[config.mk]
export PLATFORM = sky130hd
export DESIGN_NAME = pipe_scroller
export DESIGN_NICKNAME = d
export VERILOG_FILES = /design/src/rtl/pipe_scroller.sv
export SDC_FILE = /design/constraint.sdc
export NUM_CORES = 1
export LEC_CHECK = 0
export ABC_AREA = 1
export BUFFER_PORTS_ARGS = -buffer_cell sky130_fd_sc_hd__buf_2
export CORE_MARGIN = 8
export CORE_UTILIZATION = 35
export CTS_CLUSTER_SIZE = 14
export DETAILED_ROUTE_END_ITERATION = 6
export PLACE_DENSITY = 0.64
export SKIP_LAST_GASP = 1
export SYNTH_ARGS = -nofsm -noshare
export SYNTH_HDL_FRONTEND = slang
export SYNTH_SLANG_ARGS = --single-unit
[constraint.sdc]
create_clock -name clk -period 2.34 [get_ports clk]
set_input_delay 0.117 -clock clk [delete_from_list [all_inputs] [get_ports clk]]
set_output_delay 0.117 -clock clk [all_outputs]
set_load 0.02 [all_outputs]
[src/rtl/pipe_scroller.sv]
// -----------------------------------------------------------------------------
// pipe_scroller
//   Owns the three pipe obstacles of the game. It scrolls them left on each
//   frame tick and respawns a pipe at the right once it has scrolled off. It
//   fetches each pipe's top-edge height from an external combinational ROM and
//   counts the pipes that pass the bird into a saturating score.
//
// Ports
//   clk, rst_n          system clock, asynchronous active-low reset
//   frame_tick          one-cycle pulse per video frame
//   start               begin a game (accepted in IDLE only)
//   collide             level; ends the game while running
//   restart             return from DEAD to IDLE
//   seed[1:0]           first ROM index of a game, sampled on start
//   rom_y[9:0]          ROM data for rom_idx, valid in the same cycle
//   rom_idx[1:0]        registered ROM address
//   pipeK_x[10:0]       right-edge x of pipe K; pipe spans [x-PIPE_W, x)
//   pipeK_top[9:0]      latched top edge of pipe K
//   pass_pulse          one-cycle pulse when a pipe passes BIRD_X
//   score[7:0]          pipes passed, saturating at 255
//   running             high while the scene is scrolling
// -----------------------------------------------------------------------------
module pipe_scroller #(
  parameter int SCREEN_W = 640,
  parameter int PIPE_W   = 60,
  parameter int SPACING  = 240,
  parameter int SPEED    = 2,
  parameter int BIRD_X   = 200
) (
  input  logic        clk,
  input  logic        rst_n,
  input  logic        frame_tick,
  input  logic        start,
  input  logic        collide,
  input  logic        restart,
  input  logic [1:0]  seed,
  input  logic [9:0]  rom_y,
  output logic [1:0]  rom_idx,
  output logic [10:0] pipe0_x,
  output logic [10:0] pipe1_x,
  output logic [10:0] pipe2_x,
  output logic [9:0]  pipe0_top,
  output logic [9:0]  pipe1_top,
  output logic [9:0]  pipe2_top,
  output logic        pass_pulse,
  output logic [7:0]  score,
  output logic        running
);

  localparam logic [10:0] SPEED_X   = 11'(SPEED);
  localparam logic [11:0] SPEED_12  = 12'(SPEED);
  localparam logic [11:0] WRAP_12   = 12'(3 * SPACING);
  localparam logic [10:0] BIRD_POS  = 11'(BIRD_X);
  localparam logic [7:0]  SCORE_MAX = 8'hFF;

  typedef enum logic [2:0] {
    S_IDLE,
    S_LOAD0,
    S_LOAD1,
    S_LOAD2,
    S_RUN,
    S_DEAD
  } state_e;

  state_e      state_q;
  logic [10:0] x_q       [3];
  logic [9:0]  top_q     [3];
  logic [1:0]  rom_idx_q;
  logic        pass_q;
  logic [7:0]  score_q;
  logic        running_q;

  // Scroll result for one frame tick, evaluated every cycle and only
  // committed by the FSM when a tick is accepted in RUN.
  logic [10:0] x_next_d  [3];
  logic [2:0]  respawn_d;
  logic        any_respawn_d;
  logic        any_pass_d;

  // Starting right-edge position of pipe k: just off the right of the screen,
  // each further pipe one SPACING behind the previous one.
  function automatic logic [10:0] x_init(input int k);
    return 11'(SCREEN_W + PIPE_W + k * SPACING);
  endfunction

  always_comb begin
    // NOTE: every variable gets a default before any branch, so no path leaves
    // it unassigned and no latch is inferred.
    respawn_d     = '0;
    any_respawn_d = 1'b0;
    any_pass_d    = 1'b0;
    for (int k = 0; k < 3; k++) begin
      x_next_d[k] = x_q[k] - SPEED_X;
      // Lowest-index eligible pipe wraps; the add happens in 12 bits before
      // the subtract so a pipe at x < SPEED never goes negative.
      if (x_q[k] <= SPEED_X && !any_respawn_d) begin
        respawn_d[k]  = 1'b1;
        any_respawn_d = 1'b1;
        x_next_d[k]   = 11'((12'(x_q[k]) + WRAP_12) - SPEED_12);
      end
      // Pass test uses the plain subtracted position; a respawning pipe sits
      // left of the bird so it can never register a pass.
      if (x_q[k] > BIRD_POS && (x_q[k] - SPEED_X) <= BIRD_POS) begin
        any_pass_d = 1'b1;
      end
    end
  end

  always_ff @(posedge clk or negedge rst_n) begin
    if (!rst_n) begin
      state_q   <= S_IDLE;
      rom_idx_q <= 2'd0;
      score_q   <= 8'd0;
      pass_q    <= 1'b0;
      running_q <= 1'b0;
      // NOTE: the pipe arrays are only three entries of plain flops, not a RAM,
      // so they take the asynchronous reset like every other register.
      for (int k = 0; k < 3; k++) begin
        x_q[k]   <= x_init(k);
        top_q[k] <= 10'd0;
      end
    end else begin
      // NOTE: all state updates are non-blocking so every register samples
      // the pre-edge values regardless of statement order.
      pass_q <= 1'b0;
      case (state_q)
        S_IDLE: begin
          if (start) begin
            state_q   <= S_LOAD0;
            rom_idx_q <= seed;
            score_q   <= 8'd0;
            for (int k = 0; k < 3; k++) begin
              x_q[k] <= x_init(k);
            end
          end
        end

        S_LOAD0: begin
          top_q[0]  <= rom_y;
          rom_idx_q <= rom_idx_q + 2'd1;
          state_q   <= S_LOAD1;
        end

        S_LOAD1: begin
          top_q[1]  <= rom_y;
          rom_idx_q <= rom_idx_q + 2'd1;
          state_q   <= S_LOAD2;
        end

        S_LOAD2: begin
          top_q[2]  <= rom_y;
          rom_idx_q <= rom_idx_q + 2'd1;
          state_q   <= S_RUN;
          running_q <= 1'b1;
        end

        S_RUN: begin
          // A collision in the same cycle as a tick freezes the scene first.
          if (collide) begin
            state_q   <= S_DEAD;
            running_q <= 1'b0;
          end else if (frame_tick) begin
            for (int k = 0; k < 3; k++) begin
              x_q[k] <= x_next_d[k];
              if (respawn_d[k]) begin
                top_q[k] <= rom_y;
              end
            end
            if (any_respawn_d) begin
              rom_idx_q <= rom_idx_q + 2'd1;
            end
            if (any_pass_d) begin
              pass_q <= 1'b1;
              if (score_q != SCORE_MAX) begin
                score_q <= score_q + 8'd1;
              end
            end
          end
        end

        S_DEAD: begin
          // Score stays visible in IDLE until the next start clears it.
          if (restart) begin
            state_q   <= S_IDLE;
            rom_idx_q <= 2'd0;
            for (int k = 0; k < 3; k++) begin
              x_q[k]   <= x_init(k);
              top_q[k] <= 10'd0;
            end
          end
        end

        default: begin
          state_q   <= S_IDLE;
          running_q <= 1'b0;
        end
      endcase
    end
  end

  assign rom_idx    = rom_idx_q;
  assign pipe0_x    = x_q[0];
  assign pipe1_x    = x_q[1];
  assign pipe2_x    = x_q[2];
  assign pipe0_top  = top_q[0];
  assign pipe1_top  = top_q[1];
  assign pipe2_top  = top_q[2];
  assign pass_pulse = pass_q;
  assign score      = score_q;
  assign running    = running_q;

endmodule

==> results of run 1 <==
layout by cell type, fill, tap and decap left out, types with 2 or more instances in the layout:
| cell type | synthesis | layout |
|---|---|---|
| clkbuf_16 | 0 | 9 |
| a21oi_1 | 10 | 10 |
| xor2_1 | 9 | 9 |
| a21oi_4 | 2 | 2 |
| nand3_2 | 2 | 2 |
| nand3_1 | 36 | 36 |
| o21bai_1 | 2 | 2 |
| buf_4 | 4 | 8 |
| o21ai_0 | 58 | 58 |
| nand2_4 | 1 | 2 |
| ha_1 | 8 | 8 |
| nand2_2 | 3 | 2 |
| nor3_1 | 6 | 6 |
| a22oi_1 | 3 | 3 |
| clkinv_1 | 2 | 2 |
| o22ai_1 | 2 | 2 |
| inv_1 | 56 | 56 |
| buf_12 | 0 | 3 |
| xnor2_1 | 2 | 2 |
| o2111ai_1 | 2 | 2 |
| inv_2 | 4 | 4 |
| nand2_1 | 149 | 149 |
| o32ai_1 | 2 | 2 |
| nor2_2 | 4 | 5 |
| o21ai_1 | 8 | 8 |
| nor2_1 | 56 | 55 |
| conb_1 | 1 | 3 |
| dfstp_2 | 17 | 17 |
| dfrtp_1 | 58 | 58 |
| nand4_1 | 12 | 12 |
| inv_6 | 0 | 3 |
| buf_2 | 7 | 88 |
metal layers:
metal  vias up  track usage (%)  wire length, microns  share of wire (%)
li1       1961                -                     -                  -
met1      1793             18.6                  5190                 46
met2       141             22.3                  4950                 44
met3        16             5.40                  1010                8.9
met4         0             6.02                   191                1.7
met5         -                0                     0                  0
stage by stage:
step,hold WS [ns],cell area (sq um)
after floorplan,-0.179,4150
after global placement,0.318,4800
after detailed placement,0.334,4800
after CTS,0.0785,5120
after global routing,0.0802,5150
final,0.0862,5150
worst max-delay path: cells and delay by family (launching register included):
| kind | cells | cell delay [ns] |
|---|---|---|
| AND/OR/NAND/NOR | 5 | 0.79 |
| buffers and inverters | 2 | 0.26 |
| adder cells (fa/ha/maj) | 1 | 0.24 |
| flip-flops | 1 | 0.54 |
| AO/OA/AOI/OAI | 2 | 0.21 |
final timing paths:
check                             startpoint            to  slack, ns  cells after the start
worst max-delay path              pipe1_x[2]  pipe2_top[9]       0.19                     10
worst min-delay path                rom_y[4]  pipe1_top[4]       0.09                      3
worst min register to register  pipe2_top[6]  pipe2_top[6]       0.48                      2
min in group asynchronous              rst_n    pipe2_x[1]       0.45                      2
worst max register to register    pipe1_x[2]  pipe2_top[9]       0.19                     10
max in group asynchronous              rst_n   pipe1_x[10]       1.23                      2
kinds of logic (layout without fill, tap and decap cells):
family	after synthesis	in the layout	share of synthesized area, %
adders and majority gates	8	8	2.41
buffers and inverters	77	178	7.55
other	1	3	0.0905
xor gates and xnor gates	11	11	2.32
DFF	75	75	45.8
and+or+nand+nor	273	273	28.3
AOI/OAI and AO/OA	96	96	13.5
report_power, final:
part	switching (uW)	leakage, uW	internal (uW)
clock network	574	0.000150	865
logic	1970	0.00155	970
registers	321	0.000931	1780
cell type report:
cell class	count	area (sq um)
Sequential cell	75	1900
Tap cell	143	179
Inverter	62	233
Fill cell	1117	6320
Timing Repair Buffer	100	571
Multi-Input combinational cell	391	1960
Clock buffer	10	239
Clock inverter	6	68.8
sequential cells by signal, indices dropped and copies added, names as in the netlist:
name	flops
pipe2_x	10
state_q	3
rom_idx	2
pipe2_top	10
pipe1_x	10
pass_pulse	1
pipe1_top	10
pipe0_x	10
score	8
pipe0_top	10
running	1
timing repair:
item | 4_1_cts | 5_1_grt
gates resized for setup | 0 | 3
endpoints found under the setup margin | 0 | 12
hold endpoints to repair | 58 | 0
hold buffers | 1 | 0
setup buffers | 0 | 1
==> metrics, run 1 <==
Power per Cell Area=1260 nW/um^2; Synth area leaders=dfrtp_1, nand2_1, dfstp_2; Fin. Hold Viols=0; starting density of the core=36.1%; clock slew at reported path FFs=0.06 ns; crit path cell chain=inv_1 -> ha_1 -> or2_2 -> nand4_1 -> nand3b_4 -> nand2_1 -> o211ai_1 -> buf_12 -> nand2_1 -> o21ai_0; sequential fraction of the synthesis area=45.8%; Slew Limit Fails=0; layout cells sized above 1=23.9%; outcome=finished clean; pin count of the biggest net entering global routing=76; Synth Cell Area=4150 sq um; die width=125 microns; RSZ-0062 raised after global routing=false; post-route insts no fill=787; Detailed Route WL=11300 microns; Tot GR Track Use=14.8%; Placed Cells=769; Synth area leader=dfrtp_1; Max H-tree Level=3; clock sinks=75; via-per-instance ratio=4.97; global-route wire length before repair=19200 microns; clock latency at the later pin of the worst-skew pair=0.34 ns; Static Leak=0.00263 uW; Core Rows=39; Final nets=665; die area=15600 sq um; Post-Route Skew=0.00849 ns; DP Worst Slack=0.155 ns; Netlist cell types=42; worst relative slew slack=35.7%; Max IR drop VDD=0.667 mV; Syn Inst Count=541; crit-path most repeated cell=nand2_1; total vias in the final route=3911; Yosys reg bits=75; total power=6480 uW; initial antenna violation count=0; slowest stage delay, CP=0.54 ns; total gr overflow=0; prevailing post-synth register cell=dfrtp_1; final setup TNS=0 ns; die height=125 microns; Warnings, synthesis=0; CP max FO=20; DRC Markers=0; clk buf depth=2; number of global-route vias before repair=3936; top-area cell type share of the netlist area=35.0%; Final Cycle Share=92.1%; Final setup viols=0; HP Class=input port to flip-flop; most frequent cell after synthesis=nand2_1; worst path required time=2.56 ns; Detail Placement HPWL=8360 microns; average cell area after synthesis=7.66 sq um; Antenna diodes=0; post-route ant nets=0; Num CTS Buffers=9; routability cong.=0.889; Worst-Margin Slew=0.964 ns; CTS root buf=clkbuf_16; Port Buf Inserts=89; final core occ=44.9%; fmax=464 MHz; ys async rst share=100%; CP startpoint kind=flip-flop; fin crit period=2.15 ns; core area=11500 sq um; Worst EP arrival=2.37 ns; WS Path Type=flip-flop to flip-flop; CTS tree=built; Pre-Repair DR Iteration Count=4; initial drt markers=217; Wirelength per Cell=14.4 microns; MaxCap Viol Count=0; # IOs=93; Crit. End Element=flip-flop; setup ws final=0.185 ns; most common library cells after synthesis=nand2_1, dfrtp_1, o21ai_0; number of synthesized flops with an enable pin=0; slowest library cell on the worst path=dfstp_2; P&R area growth vs syn=24.1%
(Power assumes the default switching activity.)
==> run 2, diff against run 1 <==
Settings changed: ABC_AREA 1 to default, PLACE_DENSITY 0.64 to 0.63.
==> run 2 against run 1 <==
  * The run now ends with setup timing left
  * Clock skew shrank 0.0029 ns
  * Clock-buffer cell count shrank 1
  * Via count grew 7.4%
  * Synthesized cell count shrank 14%
  * Sequential cell count is the same
  * Sequential power shrank 7%
  * Largest cell class unchanged
  * Largest power group unchanged
==> metrics, run 2 <==
outcome=finished, violations left; failing checks=setup timing; Syn Inst Count=467 (-14%); routability cong.=0.878 (-1.2%); most frequent cell after synthesis=dfrtp_1; Detailed Route WL=13200 microns (+16%); Warnings, synthesis=0 (unchanged); # IOs=93 (unchanged); CP max FO=6 (-70%); post-placement cell area=5430 sq um (+13%); CTS tree=built; number of synthesized flops with an enable pin=0 (unchanged); Detail Placement HPWL=9350 microns (+12%); Hold Slack=0.0413 ns (-0.0450 ns); Final nets=657 (-1.2%); starting density of the core=35.9% (-0.20 points); die area=16100 sq um (+3.6%); most common library cells after synthesis=dfrtp_1, nor2_1, o21ai_0; Post-Synth XOR/XNOR Area=1.01% (-1.3 points); worst relative slew slack=53.8% (+18 points); CP startpoint kind=flip-flop; Post-Route Skew=0.00558 ns (-0.00290 ns); number of global-route vias before repair=4385 (+11%); prevailing post-synth register cell=dfrtp_1; Tot GR Track Use=16.3% (+1.5 points); Crit. End Element=flip-flop; Synth area leader=dfrtp_1; sequential fraction of the synthesis area=44.0% (-1.8 points); Static Leak=0.00272 uW (+3.6%); Pre-Repair DR Iteration Count=5 (+1); commonest non-fill, non-tap cell in the layout=buf_2; total gr overflow=0 (unchanged); clock slew at reported path FFs=0.06 ns (about the same); Wirelength per Cell=16.8 microns (+17%); via-per-instance ratio=5.37 (+8.1%); WS Path Type=flip-flop to flip-flop; initial antenna violation count=0 (unchanged); WHS Path Cells=3 (unchanged); Post-Synth Simple-Gate Area=21.6% (-6.8 points); clock latency at the later pin of the worst-skew pair=0.34 ns (about the same); largest family of logic cells by synthesized area=simple AND/OR/NAND/NOR gates; fraction of the mapped netlist area in adder cells=2.32% (-0.097 points); clock sinks=75 (unchanged); die width=127 microns (+1.8%); worst reg-to-reg path cell count=10 (unchanged); top-area cell type share of the netlist area=33.6% (-1.4 points); clk buf depth=2 (unchanged); P&R area growth vs syn=40.7%; Compound-Gate Fraction of Synth Area=17.6% (+4.1 points); Max IR drop VDD=0.777 mV (+17%); Max H-tree Level=3 (unchanged); Worst EP arrival=2.92 ns (+0.55 ns); Layout fillers=1084 (-3.0%); Port Buf Inserts=89 (unchanged); setup ws final=-0.301 ns (-0.487 ns); RSZ-0062 raised after global routing=true; total vias in the final route=4202 (+7.4%); Synth Cell Area=4320 sq um (+4.2%); die height=127 microns (+1.8%); worst path required time=2.61 ns (+0.05 ns); core area=12000 sq um (+4.7%); initial drt markers=236 (+8.8%); Final Cycle Share=113% (+21 points); Yosys reg bits=75 (unchanged); average cell area after synthesis=9.25 sq um (+21%); final core occ=50.6% (+5.7 points); Core Rows=40 (+2.6%); global-route wire length before repair=21400 microns (+12%); Fin. Hold Viols=0 (unchanged); layout cells sized above 1=45.5% (+22 points); Power per Cell Area=1040 nW/um^2 (-17%); post-route ant nets=0 (unchanged); Netlist cell types=61 (+45%); CTS root buf=clkbuf_16; Antenna diodes=0 (unchanged); Slew Limit Fails=0 (unchanged); fin crit period=2.64 ns (+0.487 ns); fmax=379 MHz (-18%); commonest cells after routing, fill and taps aside=buf_2, buf_4, dfrtp_1; Final setup viols=10 (+10); Finished Cell Area=6070 sq um (+18%); MaxCap Viol Count=0 (unchanged); ys async rst share=100% (unchanged); pin count of the biggest net entering global routing=52 (-32%); DRC Markers=0 (unchanged); Num CTS Buffers=9 (unchanged); post-synthesis mux area share=8.58% (+8.6 points); Worst-Margin Slew=0.693 ns (-0.271 ns); Synth area leaders=dfrtp_1, dfstp_2, mux2_2; HP Class=input port to flip-flop
run 2: routing by layer:
metal	vias to the layer above	GRT usage, %	share of wire [%]
met4	0	5.04	1.2
met3	15	6.24	8.7
met5	-	0	0
met2	153	26.1	46
met1	2025	19.9	44
li1	2009	-	-
run 2: cells by family after synthesis:
group,count (synthesis)
AND/OR/NAND/NOR,178
buffers and inverters,46
XOR/XNOR,5
flip-flops,75
adder cells (fa/ha/maj),8
multiplexers,33
other,1
AO/OA/AOI/OAI,121
run 2: metrics by stage:
stage	cells	worst slack, ns	setup TNS (ns)	total power, uW
detailed placement	749	-0.319	-2.05	4870
global route	782	-0.416	-4.51	6750
floorplan	469	-0.226	-1.30	3710
global placement	749	-0.167	-0.976	4770
finish	782	-0.301	-2.26	6330
CTS	777	-0.258	-1.86	6240
run 2: cell type report:
class	instances	area, sq um	area share [%]
Clock buffer	9	225	3.71
Multi-Input combinational cell	349	2460	40.5
Tap cell	147	184	3.03
Clock inverter	6	51.3	0.845
Sequential cell	75	1900	31.3
Timing Repair Buffer	178	1190	19.6
Inverter	18	67.6	1.11
run 2: final timing paths:
kind | startpoint | endpoint | slack (ns)
min in group asynchronous | rst_n | pipe1_x[6] | 0.37
max in group asynchronous | rst_n | pipe2_x[7] | 1.32
setup reg to reg | pipe0_x[1] | score[5] | -0.30
setup / recovery | pipe0_x[1] | score[5] | -0.30
hold reg to reg | pipe0_top[0] | pipe0_top[0] | 0.51
hold / removal | seed[0] | rom_idx[0] | 0.04
run 2: report_power, final:
group | internal, uW | total (uW) | switching (uW)
Sequential | 1730 | 1960 | 234
Clock | 724 | 1300 | 578
Combinational | 1330 | 3060 | 1740
run 2: timing repair:
action,in CTS,in global routing
buffers inserted,11,5
hold buffers,1,0
pin swaps,8,14
resized for setup,15,32
hold endpoints to repair,38,0
endpoints found under the setup margin,23,48
gates cloned,1,1
run 2: critical path, stage by stage, from the launching register on:
cell,delay (ns)
dfrtp_2,0.41
inv_2,0.08
ha_4,0.13
or4b_4,0.48
nor4_4,0.21
nand2_2,0.12
a311oi_2,0.23
a32oi_2,0.13
and2_4,0.23
or4b_1,0.47
nand3_1,0.09
==> run 3, diff against run 2 <==
Settings changed: CTS_CLUSTER_DIAMETER from default to 40.
Clock period 2.34 ns to 3.4 ns, I/O delays scaled along.
==> run 3 against run 2 <==
  * The run ends with hold timing left
  * Sequential power decreased by 27%
  * Core utilization decreased by 7.3 points
  * Combinational power decreased by 46%
  * Wire length decreased by 9.8%
  * First-iteration DRC count decreased by 11%
  * Critical path depth decreased by 2
  * Largest power group unchanged
==> metrics, run 3 (synthesis results as in run 2) <==
Hold Slack=-0.0375 ns (-0.0787 ns); outcome=finished, violations left; P&R area growth vs syn=20.5%; Antenna diodes=0 (unchanged); failing checks=hold timing; WS Path Type=flip-flop to flip-flop; post-route ant nets=0 (unchanged); core area=12000 sq um (unchanged); Final setup viols=0 (-10); WL met2=5490 microns (-9.6%); Post-Route Skew=0.00517 ns (-0.000415 ns); Slew Limit Fails=0 (unchanged); Core Rows=40 (unchanged); final setup TNS=0 ns (+2.26 ns); Fin. Hold Viols=10 (+10); Tot GR Track Use=15.0% (-1.3 points); initial drt markers=210 (-11%); crit-path most repeated cell=nand2_1; HP Class=input port to async pin; Top Metal Used=met5; post-placement cell area=4870 sq um (-10%); Max IR drop VDD=0.588 mV (-24%); slowest stage delay, CP=0.52 ns (+0.04 ns); Final Cycle Share=87.4% (-25 points); area of the multi-input gates=2220 sq um (-9.8%); clock latency at the later pin of the worst-skew pair=0.34 ns (about the same); DRC Markers=0 (unchanged); CTS root buf=clkbuf_16; Detailed Route WL=11900 microns (-9.8%); CP max FO=10 (+4); RSZ-0062 raised after global routing=false; hold_buf cts=0 (-1); total gr overflow=0 (unchanged); initial antenna violation count=1 (+1); fin crit period=2.97 ns (+0.331 ns); DP Worst Slack=0.423 ns (+0.743 ns); clk buf depth=2 (unchanged); pin count of the biggest net entering global routing=76 (+46%); Pre-Repair DR Iteration Count=5 (unchanged); Post-CTS Resized=0 (-15); Power per Cell Area=792 nW/um^2 (-24%); Wirelength per Cell=16.9 microns (+0.58%); metal3 WL=1230 microns (+7.2%); number of global-route vias before repair=3854 (-12%); register area=1900 sq um (about the same); # IOs=93 (unchanged); commonest cells after routing, fill and taps aside=buf_2, dfrtp_1, nor2_1; layout cells sized above 1=31.2% (-14 points); Post-CTS Setup Bufs=0 (-11); Worst-Margin Slew=0.964 ns (+0.271 ns); CTS tree=built; Finished Cell Area=5200 sq um (-14%); commonest non-fill, non-tap cell in the layout=buf_2; Num CTS Buffers=9 (unchanged); Layout fillers=1193 (+10%); Static Leak=0.00226 uW (-17%); starting density of the core=35.9% (unchanged); Crit. End Element=flip-flop; setup ws final=0.428 ns (+0.729 ns); die height=127 microns (unchanged); clock slew at reported path FFs=0.06 ns (about the same); total vias in the final route=3812 (-9.3%); routability cong.=0.860 (-2.0%); die width=127 microns (unchanged); Worst EP arrival=3.19 ns (+0.27 ns); crit path cell chain=nor3_2 -> nand2_1 -> nor4_1 -> nor2b_1 -> o21ai_1 -> o21ai_0 -> nand2_1 -> mux2_2; die area=16100 sq um (unchanged); clock sinks=75 (unchanged); via-per-instance ratio=5.44 (+1.2%); total power=4120 uW (-35%); worst path required time=3.62 ns (+1.01 ns); fmax=336 MHz (-11%); slowest library cell on the worst path=nor4_1; CP startpoint kind=flip-flop; Detail Placement HPWL=8600 microns (-8.0%); Port Buf Inserts=89 (unchanged); global-route wire length before repair=19500 microns (-8.9%); worst relative slew slack=35.7% (-18 points); MaxCap Viol Count=0 (unchanged); Final nets=575 (-12%); Max H-tree Level=3 (unchanged); M1 wire length=4920 microns (-15%)
==> run 3: cell count changes in the layout (fill, tap and decap cells not counted), sizes merged <==
cell / change
clkinvlp: +1
and2: -1
dlygate4sd3: -1
inv: -2
buf: -79
bufinv: +2
clkinv: -1
==> run 3: per-stage QoR <==
stage	instances	util, %
floorplan	469	-
global placement	685	40.6
detailed placement	685	40.6
CTS	701	43.3
global route	701	43.3
finish	701	43.3
==> run 3: critical path: cells and delay by family (launching register included) <==
family          cells  cell delay [ns]
compound gates      2             0.20
flops               1             0.47
mux                 1             0.38
simple gates        5             1.79
==> run 3: metal layers <==
metal | track usage [%] | vias up
met2 | 24.0 | 130
met3 | 6.11 | 20
met5 | 0 | -
met4 | 5.46 | 2
met1 | 17.8 | 1818
li1 | - | 1842
==> run 3: power breakdown <==
group	leakage [uW]	internal (uW)	switching [uW]
Sequential	0.000914	1190	241
Clock	0.000155	662	387
Combinational	0.00119	645	994
Total	0.00226	2490	1620
==> run 3: area by class of cell <==
cell class,instances,area share (%)
Timing Repair Buffer,97,9.77
Clock buffer,10,4.59
Sequential cell,75,36.5
Multi-Input combinational cell,348,42.6
Inverter,18,1.30
Tap cell,147,3.54
Clock inverter,6,1.71
==> run 3: final timing paths <==
kind                               from           end  slack, ns  cells after the start
setup / recovery             pipe1_x[4]  pipe1_top[0]       0.43                      8
setup reg to reg             pipe1_x[4]  pipe1_top[0]       0.43                      8
hold reg to reg            pipe0_top[4]  pipe0_top[4]       0.50                      1
hold / removal                    rst_n    pipe1_x[1]      -0.04                      1
max in group asynchronous         rst_n    pipe2_x[5]       2.80                      1
min in group clk                seed[0]    rom_idx[0]       0.09                      3
